--- src/rtl/falafel_pkg.sv ---
// Shared types for the header load/store unit: request/response structs and op encodings.
package falafel_pkg;

  localparam int DATA_W = 32;

  localparam logic [1:0] LOAD_HEADER  = 2'd0;
  localparam logic [1:0] STORE_HEADER = 2'd1;
  localparam logic [1:0] EDIT_NEXT    = 2'd2;

  typedef struct packed {
    logic [DATA_W-1:0] size;
    logic [DATA_W-1:0] addr;
    logic [DATA_W-1:0] next_addr;
  } header_data_t;

  typedef struct packed {
    logic         val;
    logic [1:0]   lsu_op;
    header_data_t header_data;
  } header_req_t;

  typedef struct packed {
    logic         val;
    header_data_t header_data;
  } header_rsp_t;

  // Byte address of the word that follows a header base; wraps modulo 2^DATA_W.
  function automatic logic [DATA_W-1:0] word_after(input logic [DATA_W-1:0] base,
                                                   input int unsigned       off);
    return base + DATA_W'(off);
  endfunction

endpackage

--- src/rtl/header_lsu.sv ---
// Header load/store unit: reads or writes the {size, next_addr} pair of a block header,
// one memory access at a time, and returns a single-cycle response to the core.
module header_lsu
  import falafel_pkg::*;
#(
  parameter int unsigned NEXT_OFFSET = DATA_W / 8
) (
  input  logic              clk_i,
  input  logic              rst_ni,
  input  header_req_t       req_from_core_i,
  output logic              lsu_ready_o,
  output header_rsp_t       rsp_to_core_o,
  output logic              mem_req_o,
  output logic              mem_we_o,
  output logic [DATA_W-1:0] mem_addr_o,
  output logic [DATA_W-1:0] mem_wdata_o,
  input  logic              mem_gnt_i,
  input  logic              mem_rvalid_i,
  input  logic [DATA_W-1:0] mem_rdata_i
);

  typedef enum logic [2:0] {
    IDLE, RD_SIZE, RD_SIZE_W, RD_NEXT, RD_NEXT_W, WR_SIZE, WR_NEXT, RSP
  } state_e;

  state_e            state_q, state_d;
  header_data_t      data_q, data_d;
  logic [DATA_W-1:0] next_word_addr;

  assign next_word_addr = word_after(data_q.addr, NEXT_OFFSET);

  always_ff @(posedge clk_i or negedge rst_ni) begin
    if (!rst_ni) begin
      state_q <= IDLE;
      data_q  <= '0;
    end else begin
      state_q <= state_d;
      data_q  <= data_d;
    end
  end

  // All outputs decode from state only, so reset silences the bus with no clock.
  always_comb begin
    state_d       = state_q;
    data_d        = data_q;
    lsu_ready_o   = 1'b0;
    rsp_to_core_o = '0;
    mem_req_o     = 1'b0;
    mem_we_o      = 1'b0;
    mem_addr_o    = '0;
    mem_wdata_o   = '0;
    case (state_q)
      IDLE: begin
        lsu_ready_o = 1'b1;
        if (req_from_core_i.val) begin
          data_d = req_from_core_i.header_data;
          case (req_from_core_i.lsu_op)
            LOAD_HEADER:  state_d = RD_SIZE;
            STORE_HEADER: state_d = WR_SIZE;
            EDIT_NEXT:    state_d = WR_NEXT;
            default:      state_d = RSP;
          endcase
        end
      end
      RD_SIZE: begin
        mem_req_o  = 1'b1;
        mem_addr_o = data_q.addr;
        if (mem_gnt_i) state_d = RD_SIZE_W;
      end
      RD_SIZE_W: begin
        if (mem_rvalid_i) begin
          data_d.size = mem_rdata_i;
          state_d     = RD_NEXT;
        end
      end
      RD_NEXT: begin
        mem_req_o  = 1'b1;
        mem_addr_o = next_word_addr;
        if (mem_gnt_i) state_d = RD_NEXT_W;
      end
      RD_NEXT_W: begin
        if (mem_rvalid_i) begin
          data_d.next_addr = mem_rdata_i;
          state_d          = RSP;
        end
      end
      WR_SIZE: begin
        mem_req_o   = 1'b1;
        mem_we_o    = 1'b1;
        mem_addr_o  = data_q.addr;
        mem_wdata_o = data_q.size;
        if (mem_gnt_i) state_d = WR_NEXT;
      end
      WR_NEXT: begin
        mem_req_o   = 1'b1;
        mem_we_o    = 1'b1;
        mem_addr_o  = next_word_addr;
        mem_wdata_o = data_q.next_addr;
        if (mem_gnt_i) state_d = RSP;
      end
      RSP: begin
        rsp_to_core_o.val         = 1'b1;
        rsp_to_core_o.header_data = data_q;
        state_d                   = IDLE;
      end
      default: state_d = IDLE;
    endcase
  end

endmodule

--- config.mk ---
export PLATFORM = sky130hd
export DESIGN_NAME = header_lsu
export DESIGN_NICKNAME = d
export VERILOG_FILES = /design/src/rtl/falafel_pkg.sv /design/src/rtl/header_lsu.sv
export SDC_FILE = /design/constraint.sdc
export NUM_CORES = 1
export LEC_CHECK = 0
export CAP_MARGIN = 20
export CORE_ASPECT_RATIO = 0.7
export CORE_MARGIN = 3
export CORE_UTILIZATION = 42
export DETAILED_ROUTE_END_ITERATION = 10
export PLACE_DENSITY_LB_ADDON = 0.1
export SYNTH_ARGS = -nofsm -noshare
export SYNTH_HDL_FRONTEND = slang
export SYNTH_SLANG_ARGS = --single-unit
--- constraint.sdc ---
create_clock -name clk_i -period 3 [get_ports clk_i]
set_input_delay 0.45 -clock clk_i [delete_from_list [all_inputs] [get_ports clk_i]]
set_output_delay 0.45 -clock clk_i [all_outputs]
set_load 0.01 [all_outputs]
# Word level (Yosys, flattened, before mapping)
# Cells that the tools add are included.
[word_totals]
register_bits = 99
inputBits = 135
[op_classes]
n_addsub = 1
eq_ne = 16
mux = 19
reduce_logical = 12
[ops]
columns = ["op", "count"]
rows = [
  ["$pmux W32 S2", 4],
  ["$mux W97", 1],
  ["$mux W96", 1],
  ["$add A32 B3 Y32 const B", 1],
  ["$mux W32", 1],
  ["$pmux W3 S8", 1],
  ["$mux W3", 7],
  ["$ne A2 B2 Y1 const B", 7],
  ["$eq A3 B3 Y1 const B", 4],
  ["$pmux W3 S3", 1],
  ["$reduce_and A7 Y1", 1],
  ["$eq A3 B2 Y1 const B", 2],
  ["$reduce_and A3 Y1", 2],
  ["$reduce_or A2 Y1", 3],
  ["$reduce_bool A2 Y1", 2],
  ["$reduce_or A4 Y1", 1],
  ["$eq A3 B1 Y1 const B", 1],
  ["$logic_not A3 Y1", 1],
  ["$mux W1", 3],
  ["$eq A2 B1 Y1 const B", 1],
  ["$eq A2 B2 Y1 const B", 1],
  ["$logic_not A2 Y1", 1],
  ["$reduce_and A2 Y1", 1],
]

# Depth between registers and ports, before layout
[logic_depth]
word_depth = 4
ltp_mapped = 7
ltp_nobuf = 5

# Least setup slack after synthesis
# Ideal clock, no wire load.
[synth_timing]
path_type = "reg-to-output"
from = "reg data_q[34] (netlist bit)"
to = "out mem_addr_o[30]"
arrival_time_ns = 2.125
required_ns = 2.550
slack_ns = 0.425
stages_incl_launch_ff = 7
path_cell_list = "dfrtp_1 > ha_1 > nand3_2 > or4_4 > buf_6 > or3_4 > o31ai_1"
[synth_between]
elab_chain_cells = 2
[synth_lines]
columns = ["element", "line", "text"]
rows = [
  ["from (decl)", "header_lsu.sv:27", "header_data_t data_q, data_d;"],
  ["from (signal assigned)", "header_lsu.sv:38", "data_q <= data_d;"],
  ["$add A32 B3 Y32", "falafel_pkg.sv:30", "return base + DATA_W'(off);"],
  ["$pmux W32 S2", "header_lsu.sv:52", "case (state_q)"],
  ["to (decl)", "header_lsu.sv:15", "output logic [DATA_W-1:0] mem_addr_o,"],
]
# No other way between the ends.

# Final worst setup path
[layout_timing]
from = "reg data_q[34] (netlist bit)"
to = "out mem_addr_o[22]"
# Same word-level chain as after synthesis.

==> results.toml <==
[outcome]
status = "completed"

[setup_path]
r2r-end = "data_q[42]"
path_max_fanout = 6
cp.required_ns = 2.55
worstSetupEndpointType = "output pin"
reg2reg_from = "state_q[0]"
r2r_cells = 6
slowest_stage = "or4_4"
cp-start-kind = "flop"
critPathKind = "flop to output pin"
max_stage_delay_ns = 0.61
timing.reg2reg.setup_slack_ns = 0.78
cp_cell_sequence = "ha_2, nand3_2, or4_4, buf_2, o31ai_2, a31oi_1, dlygate4sd2_1"
crit_arrival_ns = 2.48

[grt]
antenna_found_initial = 0
first_global_vias = 6676
grt_pass1_wl_um = 37980
grt_overflow = 0
grt_util_all_layers_pct = 28.54
grt_max_degree = 65

[timing]
post-route-min-period_ns = 2.928
finalSetupViolCount = 0
rsz0062_at_grt = "true"
finalCritPeriodShare_pct = 97.59
relSlewSlack_pct = 55.71
maxSlewViolCount = 0
fin_ws_ns = 0.07239
fin_tns_setup_ns = 0
fmax_mhz = 341.6
worst_pin_slew_ns = 0.6643
skew_ns = 0.007398
hold_viol = 0

[power]
swShare_pct = 41.66
net-switching-power_mw = 4.481
internal_power_mw = 6.275
share_seq_of_total_power_pct = 24.5
p_leak_nw = 4.027
clkPwrFrac_pct = 11.7
combPwrFrac_pct = 63.8
ir_drop_mv = 0.5560
power_density_nw_per_um2 = 1071

[detailed_routing]
drcViolationCount = 0
routed-via-count = 7170
wirelength_um = 24820
drt-pass1-iter-count = 5
avgViaCountPerCell = 5.690
wl_per_cell_um = 19.70
ant_nets = 0
dr.first_iter.drc_count = 699

[layout]
layout-area-overhead-vs-synth_pct = 57.65
finalInstanceArea_um2 = 10050
num_antenna_cells = 0
final_common_cell = "clkdlybuf4s50_1"
layout_common_cells = "285 x clkdlybuf4s50_1, 104 x and2_1, 99 x dfrtp_1"
final_nets = 1203
drive_gt1_share_pct = 11.59

[clock_tree]
root_buffer = "clkbuf_16"
htree_levels = 3
cts_max_path_buffers = 2
hold_buffers = 0
clock-sinks = 99
path_clk_slew_ns = 0.07
cts_tree = "yes"
clock_latency_ns = 0.34
cts_buffers = 9

[synthesis]
yosysWarningCount = 0
synth_area_um2 = 6372
syn_nets = 916
yosysUniqueCellTypes = 59
synthCells = 780
synthFlopType = "dfrtp_1"
syn_avg_cell_area_um2 = 8.170
ys_seq_area_share_pct = 38.88
synth_edf_count = 0
ys_ff_latch = 99
synthArstFlopShare_pct = 100.0

[die]
die_h_um = 109.1
dieArea_um2 = 16710
ioPinCount = 299
start_util_pct = 44.35
core_um2 = 14370
die_x_um = 153.2
rows = 36

[worst_hold_path]
min_path_type = "input pin to async pin"

[placed_design]
io_buffers = 298
routabilityCongestion = 0.9105
pre_cts_slack_ns = 0.05874
dp.final_hpwl_um = 17650
postPlaceCellArea_um2 = 9697

[job]
maxCapViolCount = 0
through the flow:
stage | total power, mW | std cells | util [%] | hold slack, ns
finish | 10.76 | 1260 | 69.91 | 0.1421
global route | 11.47 | 1260 | 69.91 | 0.1926
CTS | 10.75 | 1258 | 69.65 | 0.1610
detailed placement | 9.514 | 1244 | 67.49 | 0.5071
global placement | 9.403 | 1244 | 67.49 | 0.5024
floorplan | 6.044 | 780 | - | 0.1544
worst max path at each step:
| stage | start | to | slack (ns) | cells past startpoint |
|---|---|---|---|---|
| floorplan | data_q[34] | mem_addr_o[30] | 0.42 | 6 |
| global placement | data_q[34] | mem_addr_o[30] | 0.07 | 6 |
| detailed placement | data_q[34] | mem_addr_o[30] | 0.06 | 6 |
| CTS | data_q[34] | mem_addr_o[30] | 0.001 | 6 |
| global route | data_q[34] | mem_addr_o[22] | -0.05 | 7 |
| finish | data_q[34] | mem_addr_o[22] | 0.07 | 7 |
flip-flops by register name, summed over array words and instances (netlist names):
name,flops
data_q,96
state_q,3
power groups by stage:
| stage | logic (mW) | registers (mW) | clock network (mW) |
|---|---|---|---|
| after floorplan | 3.55 | 2.50 | 0 |
| after global placement | 6.78 | 2.62 | 0 |
| after detailed placement | 6.87 | 2.65 | 0 |
| after CTS | 6.85 | 2.62 | 1.28 |
| after global routing | 7.40 | 2.74 | 1.33 |
| final | 6.86 | 2.64 | 1.26 |
routing by layer:
metal / wire [µm] / track usage (%) / part of all wire (%) / up-vias
li1: - / - / - / 3357
met1: 10840 / 39.84 / 44 / 3404
met2: 11150 / 45.60 / 45 / 375
met3: 2378 / 6.347 / 9.6 / 34
met4: 456 / 6.866 / 1.8 / 0
met5: 0 / 0 / 0 / -
layout make-up:
type	count	area [µm²]
clock buffers	10	239.0
repair buffers	350	3378
clock inverters	4	76.32
well taps	190	237.7
inverters	11	41.29
flip-flops and latches	99	2477
multi-input cells	596	3596
fillers	1211	4323
timing repair:
item                                    CTS  global route
gates resized for setup                   8            21
setup buffers                             0             2
pin swaps                                 1             2
hold endpoints to repair                  0             0
endpoints found under the setup margin    8            16
cells in the mapped netlist, drive strengths merged (2+ instances only):
cell type / number / area (µm²)
nand4: 5 / 37.53
and3: 8 / 52.55
nor3: 9 / 45.04
or4: 4 / 33.78
nand3: 72 / 365.3
inv: 10 / 37.54
a41oi: 5 / 43.79
dfrtp: 99 / 2477
nor3b: 2 / 15.01
mux2i: 3 / 30.03
and4: 2 / 17.52
or2: 4 / 25.03
a31o: 4 / 35.03
a22o: 37 / 324.1
and2: 105 / 658.1
clkbuf: 63 / 236.5
o41a: 2 / 22.52
a21o: 2 / 15.01
buf: 11 / 63.81
nand2b: 3 / 18.77
o311ai: 5 / 43.79
nor4: 2 / 12.51
or3: 3 / 23.77
mux2: 25 / 281.5
nor2: 74 / 277.8
o31a: 3 / 27.53
o31ai: 5 / 37.54
nand2: 90 / 337.8
a31oi: 76 / 475.5
o21ai: 27 / 135.1
o22ai: 2 / 12.51
a211o: 2 / 17.52
worst max-delay path, delay by kind of cell (launching register included):
kind | cells | cell delay, ns
simple gates | 2 | 0.70
buf+inv | 2 | 0.50
compound gates | 2 | 0.38
flops | 1 | 0.36
fa+ha+maj | 1 | 0.22
cell families (layout without fill, tap and decap cells):
kind of cell	count (synthesis)	count (layout)	synth area share [%]
buffers and inverters	85	375	5.360
flip-flops	99	99	38.88
XOR/XNOR	1	1	0.1375
AND/OR/NAND/NOR	388	388	30.81
AO/OA/AOI/OAI	178	178	19.73
adder cells (fa/ha/maj)	1	1	0.1963
multiplexers	28	28	4.889
(Power assumes the default switching activity.)
